--- src/rtl/lzw_stream_enc.sv ---
// Streaming LZW encoder: valid/ready/last bytes in, fixed-width codes out, per-frame dictionary.
// Optional feature macro LZW_DICT_CLEAR_EN: emit a CLR code and restart the dictionary when it fills.
module lzw_stream_enc #(
    parameter int unsigned SYM_W      = 8,
    parameter int unsigned DICT_DEPTH = 64,
    parameter int unsigned CODE_W     = 12
) (
    input  logic              clk,
    input  logic              reset_n_i,
    input  logic              s_valid_i,
    input  logic [SYM_W-1:0]  s_data_i,
    input  logic              s_last_i,
    output logic              s_ready_o,
    output logic              m_valid_o,
    output logic [CODE_W-1:0] m_code_o,
    output logic              m_last_o,
    input  logic              m_ready_i,
    output logic              dict_full_o,
    output logic              busy_o
);

    localparam int unsigned LIT_N = 2**SYM_W;
    localparam int unsigned IDX_W = (DICT_DEPTH > 1) ? $clog2(DICT_DEPTH) : 1;
    localparam int unsigned CNT_W = $clog2(DICT_DEPTH + 1);
    localparam logic [CODE_W-1:0] LIT_BASE = CODE_W'(LIT_N);
    localparam logic [CNT_W-1:0]  CNT_FULL = CNT_W'(DICT_DEPTH);
`ifdef LZW_DICT_CLEAR_EN
    localparam logic [CODE_W-1:0] CLR_CODE = '1;
`endif

    generate
        if (2**CODE_W <= 2**SYM_W + DICT_DEPTH) begin : g_bad_cfg
            $error("lzw_stream_enc: CODE_W too narrow for SYM_W and DICT_DEPTH");
        end
    endgenerate

    typedef enum logic [2:0] {
        ST_IDLE  = 3'd0,
        ST_ACCUM = 3'd1,
        ST_FLUSH = 3'd2,
        ST_DONE  = 3'd3,
        ST_CLR   = 3'd4
    } state_t;

    state_t              r_state;
    state_t              w_state_nxt;
    logic [CODE_W-1:0]   r_str;
    logic [CNT_W-1:0]    r_count;
    logic                r_m_valid;
    logic [CODE_W-1:0]   r_m_code;
    logic                r_m_last;
    logic                r_dict_full;
    logic                r_busy;
    logic [CODE_W-1:0]   r_ent_prefix [DICT_DEPTH];
    logic [SYM_W-1:0]    r_ent_sym    [DICT_DEPTH];
`ifdef LZW_DICT_CLEAR_EN
    logic                r_pend_last;
    logic                w_pend_last_nxt;
`endif

    logic                w_slot_free;
    logic                w_s_fire;
    logic                w_m_fire;
    logic                w_full;
    logic                w_hit;
    logic [IDX_W-1:0]    w_hit_idx;
    logic [CODE_W-1:0]   w_hit_code;
    logic [IDX_W-1:0]    w_wr_idx;
    logic                w_load;
    logic [CODE_W-1:0]   w_load_code;
    logic                w_load_last;
    logic [CODE_W-1:0]   w_str_nxt;
    logic                w_add;
    logic                w_cnt_clr;
    logic                w_valid_nxt;
    logic [CNT_W-1:0]    w_count_nxt;

    assign w_slot_free = !r_m_valid || m_ready_i;
    assign s_ready_o   = ((r_state == ST_IDLE) || (r_state == ST_ACCUM)) && w_slot_free;
    assign w_s_fire    = s_valid_i && s_ready_o;
    assign w_m_fire    = r_m_valid && m_ready_i;
    assign w_full      = (r_count == CNT_FULL);
    assign w_hit_code  = LIT_BASE + CODE_W'(w_hit_idx);
    assign w_wr_idx    = IDX_W'(r_count);

    assign m_valid_o   = r_m_valid;
    assign m_code_o    = r_m_code;
    assign m_last_o    = r_m_last;
    assign dict_full_o = r_dict_full;
    assign busy_o      = r_busy;

    // Parallel match of (current string, incoming symbol) against the live entries.
    always_comb begin
        w_hit     = 1'b0;
        w_hit_idx = '0;
        for (int i = 0; i < int'(DICT_DEPTH); i++) begin
            if ((CNT_W'(i) < r_count) && (r_ent_prefix[i] == r_str) &&
                (r_ent_sym[i] == s_data_i)) begin
                w_hit     = 1'b1;
                w_hit_idx = IDX_W'(i);
            end
        end
    end

    always_ff @(posedge clk) begin
        if (!reset_n_i) begin
            r_state <= ST_IDLE;
        end else begin
            r_state <= w_state_nxt;
        end
    end

    always_comb begin
        w_state_nxt = r_state;
        case (r_state)
            ST_IDLE: begin
                if (w_s_fire) begin
                    w_state_nxt = s_last_i ? ST_FLUSH : ST_ACCUM;
                end
            end
            ST_ACCUM: begin
                if (w_s_fire) begin
                    w_state_nxt = s_last_i ? ST_FLUSH : ST_ACCUM;
`ifdef LZW_DICT_CLEAR_EN
                    if (!w_hit && w_full) begin
                        w_state_nxt = ST_CLR;
                    end
`endif
                end
            end
            ST_CLR: begin
`ifdef LZW_DICT_CLEAR_EN
                if (w_slot_free) begin
                    w_state_nxt = r_pend_last ? ST_FLUSH : ST_ACCUM;
                end
`else
                w_state_nxt = ST_IDLE;
`endif
            end
            ST_FLUSH: begin
                if (w_slot_free) begin
                    w_state_nxt = ST_DONE;
                end
            end
            ST_DONE: begin
                if (w_m_fire) begin
                    w_state_nxt = ST_IDLE;
                end
            end
            default: w_state_nxt = ST_IDLE;
        endcase
    end

    // Datapath controls: code loads, string update, dictionary growth/clear.
    always_comb begin
        w_load      = 1'b0;
        w_load_code = r_m_code;
        w_load_last = 1'b0;
        w_str_nxt   = r_str;
        w_add       = 1'b0;
        w_cnt_clr   = 1'b0;
`ifdef LZW_DICT_CLEAR_EN
        w_pend_last_nxt = r_pend_last;
`endif
        case (r_state)
            ST_IDLE: begin
                if (w_s_fire) begin
                    w_str_nxt = CODE_W'(s_data_i);
                end
            end
            ST_ACCUM: begin
                if (w_s_fire) begin
                    if (w_hit) begin
                        w_str_nxt = w_hit_code;
                    end else begin
                        w_load      = 1'b1;
                        w_load_code = r_str;
                        w_str_nxt   = CODE_W'(s_data_i);
                        w_add       = !w_full;
`ifdef LZW_DICT_CLEAR_EN
                        w_pend_last_nxt = s_last_i;
`endif
                    end
                end
            end
            ST_CLR: begin
`ifdef LZW_DICT_CLEAR_EN
                if (w_slot_free) begin
                    w_load      = 1'b1;
                    w_load_code = CLR_CODE;
                    w_cnt_clr   = 1'b1;
                end
`endif
            end
            ST_FLUSH: begin
                if (w_slot_free) begin
                    w_load      = 1'b1;
                    w_load_code = r_str;
                    w_load_last = 1'b1;
                end
            end
            ST_DONE: begin
                if (w_m_fire) begin
                    w_cnt_clr = 1'b1;
                    w_str_nxt = '0;
                end
            end
            default: ;
        endcase
    end

    always_comb begin
        w_valid_nxt = r_m_valid;
        if (w_load) begin
            w_valid_nxt = 1'b1;
        end else if (w_m_fire) begin
            w_valid_nxt = 1'b0;
        end
        w_count_nxt = r_count;
        if (w_cnt_clr) begin
            w_count_nxt = '0;
        end else if (w_add) begin
            w_count_nxt = r_count + CNT_W'(1);
        end
    end

    always_ff @(posedge clk) begin
        if (!reset_n_i) begin
            r_str       <= '0;
            r_count     <= '0;
            r_m_valid   <= 1'b0;
            r_m_code    <= '0;
            r_m_last    <= 1'b0;
            r_dict_full <= 1'b0;
            r_busy      <= 1'b0;
        end else begin
            r_str       <= w_str_nxt;
            r_count     <= w_count_nxt;
            r_m_valid   <= w_valid_nxt;
            r_dict_full <= (w_count_nxt == CNT_FULL);
            r_busy      <= (w_state_nxt != ST_IDLE) || w_valid_nxt;
            if (w_load) begin
                r_m_code <= w_load_code;
                r_m_last <= w_load_last;
            end else if (w_m_fire) begin
                r_m_last <= 1'b0;
            end
        end
    end

`ifdef LZW_DICT_CLEAR_EN
    always_ff @(posedge clk) begin
        if (!reset_n_i) begin
            r_pend_last <= 1'b0;
        end else begin
            r_pend_last <= w_pend_last_nxt;
        end
    end
`endif

    // Entry storage needs no reset: the entry count gates every match.
    always_ff @(posedge clk) begin
        if (w_add) begin
            r_ent_prefix[w_wr_idx] <= r_str;
            r_ent_sym[w_wr_idx]    <= s_data_i;
        end
    end

endmodule
--- config.mk ---
export PLATFORM = sky130hd
export DESIGN_NAME = lzw_stream_enc
export DESIGN_NICKNAME = d
export VERILOG_FILES = /design/src/rtl/lzw_stream_enc.sv
export SDC_FILE = /design/constraint.sdc
export NUM_CORES = 2
export LEC_CHECK = 0
export ABC_AREA = 1
export BUFFER_PORTS_ARGS = -buffer_cell sky130_fd_sc_hd__buf_4
export CAP_MARGIN = 15
export CORE_ASPECT_RATIO = 2
export CORE_MARGIN = 5
export CORE_UTILIZATION = 50
export CTS_CLUSTER_DIAMETER = 100
export DETAILED_ROUTE_END_ITERATION = 12
export MAX_ROUTING_LAYER = met4
export PLACE_DENSITY = 0.68
export SETUP_SLACK_MARGIN = 0.4
export SLEW_MARGIN = 10
export SYNTH_ARGS = -nofsm -noshare
export SYNTH_HDL_FRONTEND = slang
export SYNTH_SLANG_ARGS = --single-unit
export TNS_END_PERCENT = 50
--- constraint.sdc ---
create_clock -name clk -period 6.32 [get_ports clk]
set_input_delay 0.632 -clock clk [delete_from_list [all_inputs] [get_ports clk]]
set_output_delay 0.632 -clock clk [all_outputs]
set_load 0.03 [all_outputs]
# Word level (Yosys, flattened, before mapping)
# Memory sizes are Yosys's and may differ from the RTL's.
# Cells that the tools add are included.
# Widths: inputs -> output; s select.
[op_classes] n_lt_le_gt_ge=64 eq_ne=138 reduce_logical=144 n_mux=159 n_addsub=2
[ops] cell="$eq 12x12->1" count=64
[ops] cell="$eq 8x8->1" count=64
[ops] cell="$mux 6" count=62
[ops] cell="$lt 6x7->1 const A" count=32
[ops] cell="$logic_and 1x1->1" count=131
[ops] cell="$lt 5x7->1 const A" count=16
[ops] cell="$mux 1" count=80
[ops] cell="$mux 12" count=6
[ops] cell="$lt 4x7->1 const A" count=8
[ops] cell="$pmux 12 s3" count=1
[ops] cell="$lt 3x7->1 const A" count=4
[ops] cell="$pmux 12 s2" count=1
[ops] cell="$eq 7x7->1 const B" count=2
[ops] cell="$lt 1x7->1 const A" count=2
[ops] cell="$lt 2x7->1 const A" count=2
[ops] cell="$mux 7" count=2
[ops] cell="$add 9x6->10 const A" count=1
[ops] cell="$mux 10" count=1
[ops] cell="$ne 2x2->1 const B" count=5
[ops] cell="$mux 3" count=3
[ops] cell="$pmux 3 s3" count=1
[ops] cell="$add 7x1->7 const B" count=1
[ops] cell="$eq 3x2->1 const B" count=2
[ops] cell="$reduce_bool 3->1" count=2
[ops] cell="10 further kinds" count=14
[totals] wordCells=517 n_memories=2 mem_bits_rw=1280 output_inout_bits=17 register_bits=38
[mem_list] name="r_ent_prefix" depth=64 width=12 read_ports=64 rd_ports_with_merged_regs=0 wr=1 line_no="54" text="logic [CODE_W-1:0] r_ent_prefix [DICT_DEPTH];"
[mem_list] name="r_ent_sym" depth=64 width=8 read_ports=64 rd_ports_with_merged_regs=0 wr=1 line_no="55" text="logic [SYM_W-1:0] r_ent_sym [DICT_DEPTH];"

# Logic depth before layout (Yosys ltp)
# An unclocked memory read counts as a cell.
[logic_depth] ltp_word=74 mapped_depth=73 depth_no_buf=72

# Worst setup path before layout
# Ideal clock, no wire load.
[synth_timing] path_type="register to register" from="register r_str[3]" to="register r_dict_full (netlist: dict_full_o)" stages_incl_launch_ff=24 synth_period_minus_slack_ps=5965 arrival_time_ps=5844 n_path_buf=5 setup_time_ps=120 path_slack_ps=355 t_required_ps=6200 path_cell_list="dfxtp_1 -> inv_1 -> buf_2 -> buf_1 -> buf_1 -> buf_2 -> buf_2 -> o22ai_1 -> nor4_1 -> o2111a_1 -> nand4_1 -> nand2_1 -> nor4_1 -> nand2_1 -> nor3_1 -> nand3_1 -> a41oi_1 -> inv_1 -> nor2_1 -> nand2_1 -> nor3_1 -> nor2_1 -> nand4_1 -> a21oi_1"
[synth_between] elab_chain_len=73
[synth_rtl] element="start, declared" line_no="47" text="logic [CODE_W-1:0] r_str;"
[synth_rtl] element="start signal, assigned" line_no="237" text="r_str <= w_str_nxt;"
[synth_rtl] element="$eq 12x12->1" line_no="97" text="if ((CNT_W'(i) < r_count) && (r_ent_prefix[i] == r_str) &&"
[synth_rtl] element="$logic_and 1x1->1 (2 in a row)" line_no="97"
[synth_rtl] element="$mux 1 (63 in a row)" line_no="97"
[synth_rtl] element="$mux 1 *" line_no="97"
[synth_rtl] element="$mux 1 *" line_no="173" text="if (w_hit) begin"
[synth_rtl] element="$mux 1 *" line_no="172" text="if (w_s_fire) begin"
[synth_rtl] element="$mux 1 *" line_no="165" text="case (r_state)"
[synth_rtl] element="$mux 7 *" line_no="222" text="end else if (w_add) begin"
[synth_rtl] element="$mux 7 *" line_no="220" text="if (w_cnt_clr) begin"
[synth_rtl] element="$eq 7x7->1 *" line_no="240" text="r_dict_full <= (w_count_nxt == CNT_FULL);"
[synth_rtl] element="end signal, assigned" line_no="240"
[synth_rtl] element="end, declared" line_no="52" text="logic r_dict_full;"
# Every way passes the cells marked *; elsewhere a longest branch is shown, timed or not.
# A chain may end at the register's enable or synchronous reset.

# Worst setup path in the final report
[layout_timing] from="register r_str[2]" to="memory r_ent_sym[8][5], enable pin"
[layout_between] elab_chain_len=72
[layout_rtl] element="$eq 12x12->1" line_no="97"
[layout_rtl] element="$logic_and 1x1->1 (2 in a row)" line_no="97"
[layout_rtl] element="$mux 1 (63 in a row)" line_no="97"
[layout_rtl] element="$mux 1 *" line_no="97"
[layout_rtl] element="$mux 1 *" line_no="173"
[layout_rtl] element="$mux 1 *" line_no="172"
[layout_rtl] element="$mux 1 *" line_no="165"
[layout_rtl] element="$mux 1 *" line_no="263" text="if (w_add) begin"
[layout_rtl] element="$mux 1 (not written as such) *" line_no="265" text="r_ent_sym[w_wr_idx] <= s_data_i;"
[layout_rtl] element="end, declared" line_no="55"
# Marks and branches as above.

==> results.yml <==
synth:
  yosysMostFrequentCell: "edfxtp_1"
  ys_types: 64
  ys_warn_count: 0
  synth_edf_count: 1088
  ys.flop_type: "edfxtp_1"
  synth_top_cell_area_share_pct: 67.3
  syn_inst: 3620
  yosysTopAreaCell: "edfxtp_1"
  avgSynthCellArea_um2: 13.4
  synth_area_leaders: "edfxtp_1 (67%), xnor2_1 (6.2%), xor2_1 (4.5%)"
  yosysSeqAreaShare_pct: 68.6
  ys_ff_latch: 1120
  async_reset_ff_share_pct: 0
  synth_area_um2: 48500
  yosys-top-cells-count: "edfxtp_1 (1088), nand2_1 (464), xnor2_1 (345)"
routing:
  drtPass1Iterations: 8
  first_iter_violations: 3675
  wl_um: 148000
  drcViolationCount: 0
  wl_per_cell_um: 29.1
  ant_nets: 0
  vias: 32100
  vias_per_cell: 6.29
run:
  max-cap-violations: 0
setup_path:
  crit_path_start_kind: "flop"
  critPathMaxFanout: 33
  endpoint_kind: "flop"
  crit_type: "flop to flop"
  critical_path.max_stage_delay_ps: 550
  crit_required_ps: 6700
  path_common_cell: "buf_4"
  arrival_ps: 5990
  crit_chain: "buf_4, buf_4, buf_4, a221oi_1, nand2_1, nor3_1, nand3_1, nand2_1, nor3b_1, nand3_1, nor3_1, nand4_1, nor3_1, nand3_1, a41oi_1, buf_4, nand3_1, nor2_1, buf_4"
  crit_slowest_cell: "buf_4"
clocking:
  cts.clk_slew.worst_paths_ps: 80
  clock_latency_ps: 700
  clock-root-buffer: "clkbuf_16"
  cts_buffer_depth: 3
  htreeDepth: 3
  numCtsBuffers: 92
  cts.sinks: 1120
  cts_tree: "yes"
placement:
  place_ws_ps: 514
  post-dp-hpwl_um: 93400
  place_inst: 4901
  gp_congestion: 0.979
  post_dp_cell_area_um2: 51200
  numPortBuffers: 26
power_and_ir_drop:
  p_leak_nw: 18.6
  total_power_mw: 14.9
  peakVddDrop_v: 0.000210
  power_density_nw_per_um2: 274
grt:
  grt_use_total_pct: 28.1
  grt_overflow: 0
  antenna_found_initial: 1
  grt_busiest_layer: "met2"
  grt_pass1_wl_um: 208000
  grt_max_degree: 67
  grt.met1_usage_pct: 30.9
  grt_pass1_vias: 31200
  grt_use_met3_pct: 3.97
  met2_usage_pct: 47.3
status:
  status: "completed"
finish:
  postLayoutCellArea_um2: 54500
  register_area_um2: 33300
  utilization_pct: 56.6
  drive_above_1_share_pct: 12.7
  multi_input_comb_area_um2: 13900
  nets: 3818
  final_cells: 5101
  syn_to_final_growth_pct: 12.4
  fillers: 7544
die:
  die_w_um: 230
  start_util_pct: 50.4
  ios: 30
  row_count: 161
  die_h_um: 451
  core_area_um2: 96300
  die_area_um2: 104000
sta:
  relSlewSlack_pct: 12.7
  layout_setup_ws_ps: 702
  hold_viol_final: 0
  fin_crit_sh_pct: 88.9
  slew_viol_final: 0
  rsz0062_at_grt: "false"
  setup_viol: 0
  setup_tns_ps: 0
  max_freq_mhz: 178
  period_minus_slack_ps: 5620
  finalClockSkew_ps: 44.0
  worst_hold_slack_ps: 160
  worst_pin_slew_ps: 1310
worst_hold_path:
  hp-class: "primary input to flop"
[critical path, delay by kind of cell (launching register included)]
family                 cells  cell delay (ps)
AO/OA/AOI/OAI              2              460
buffers and inverters      5             1720
flip-flops                 1              500
AND/OR/NAND/NOR           12             2540
[where the power goes]
part           internal, mW  leakage (nW)  switching (mW)
registers              8.15          10.2          0.0163
logic                 0.311          6.94           0.728
clock network          3.08          1.43            2.64
total                  11.5          18.6            3.39
[cells in the final DEF (no fill, tap or decap), drive strengths merged, types with 3 or more instances in the layout]
master / instances
nand2: 465
nor2: 197
xor2: 252
nor3: 30
nor4: 101
a2111oi: 22
dfxtp: 32
o21bai: 3
a221oi: 49
o221ai: 6
a211oi: 22
or4: 8
or2: 46
buf: 264
o221a: 3
inv: 108
edfxtp: 1088
and3: 3
clkinv: 43
xnor2: 345
o211ai: 4
conb: 4
o22ai: 111
a31oi: 7
nand4: 127
a221o: 8
diode: 3
bufinv: 9
a21oi: 67
o2111ai: 17
nand3: 51
o21ai: 183
o2111a: 6
clkbuf: 116
a22o: 58
[cell families after synthesis]
kind of cell,synth area share [%]
compound gates,7.85
xor+xnor,10.8
fa+ha+maj,0.0516
buf+inv,2.82
flops,68.6
other cells,0.00773
simple gates,9.85
[path summary, 6_finish.rpt]
kind	start	to	slack, ps	cells past startpoint
worst min register to register	m_last_o$_SDFFE_PN0P_	m_last_o$_SDFFE_PN0P_	500	2
worst max register to register	r_str[2]$_SDFFE_PN0P_	r_ent_sym[8][5]$_DFFE_PP_	700	19
worst max-delay path	r_str[2]$_SDFFE_PN0P_	r_ent_sym[8][5]$_DFFE_PP_	700	19
worst min-delay path	s_data_i[2]	r_ent_sym[1][2]$_DFFE_PP_	160	1
[final cells by class]
cell class / count / area share, %
tap: 1222 / 2.80
timing repair buffer: 269 / 4.42
clock buffer: 111 / 4.39
antenna: 3 / 0.0138
sequential: 1120 / 61.2
inverter: 105 / 0.755
multi-input combinational: 2215 / 25.5
clock inverter: 56 / 0.971
[flip-flops by register name (all words and copies together) (netlist names)]
signal / cells
busy_o: 1
r_ent_sym: 512
r_str: 9
m_code_o: 9
m_valid_o: 1
r_ent_prefix: 576
r_state: 3
r_count: 7
m_last_o: 1
dict_full_o: 1
[routing by layer]
metal | share of wire (%) | routed length [um] | vias to the layer above
met2 | 49 | 72900 | 1787
met1 | 34 | 50400 | 16000
met5 | 0 | 0 | -
li1 | - | - | 13800
met3 | 7.7 | 11400 | 592
met4 | 9.1 | 13500 | 0
[what timing repair did]
item                                    in CTS  in global routing
resized for setup                            0                 24
buffers inserted                             0                 27
hold buffers                                 0                  0
endpoints found under the setup margin       0                  1
No activity file was read; power rests on OpenSTA's default activity.
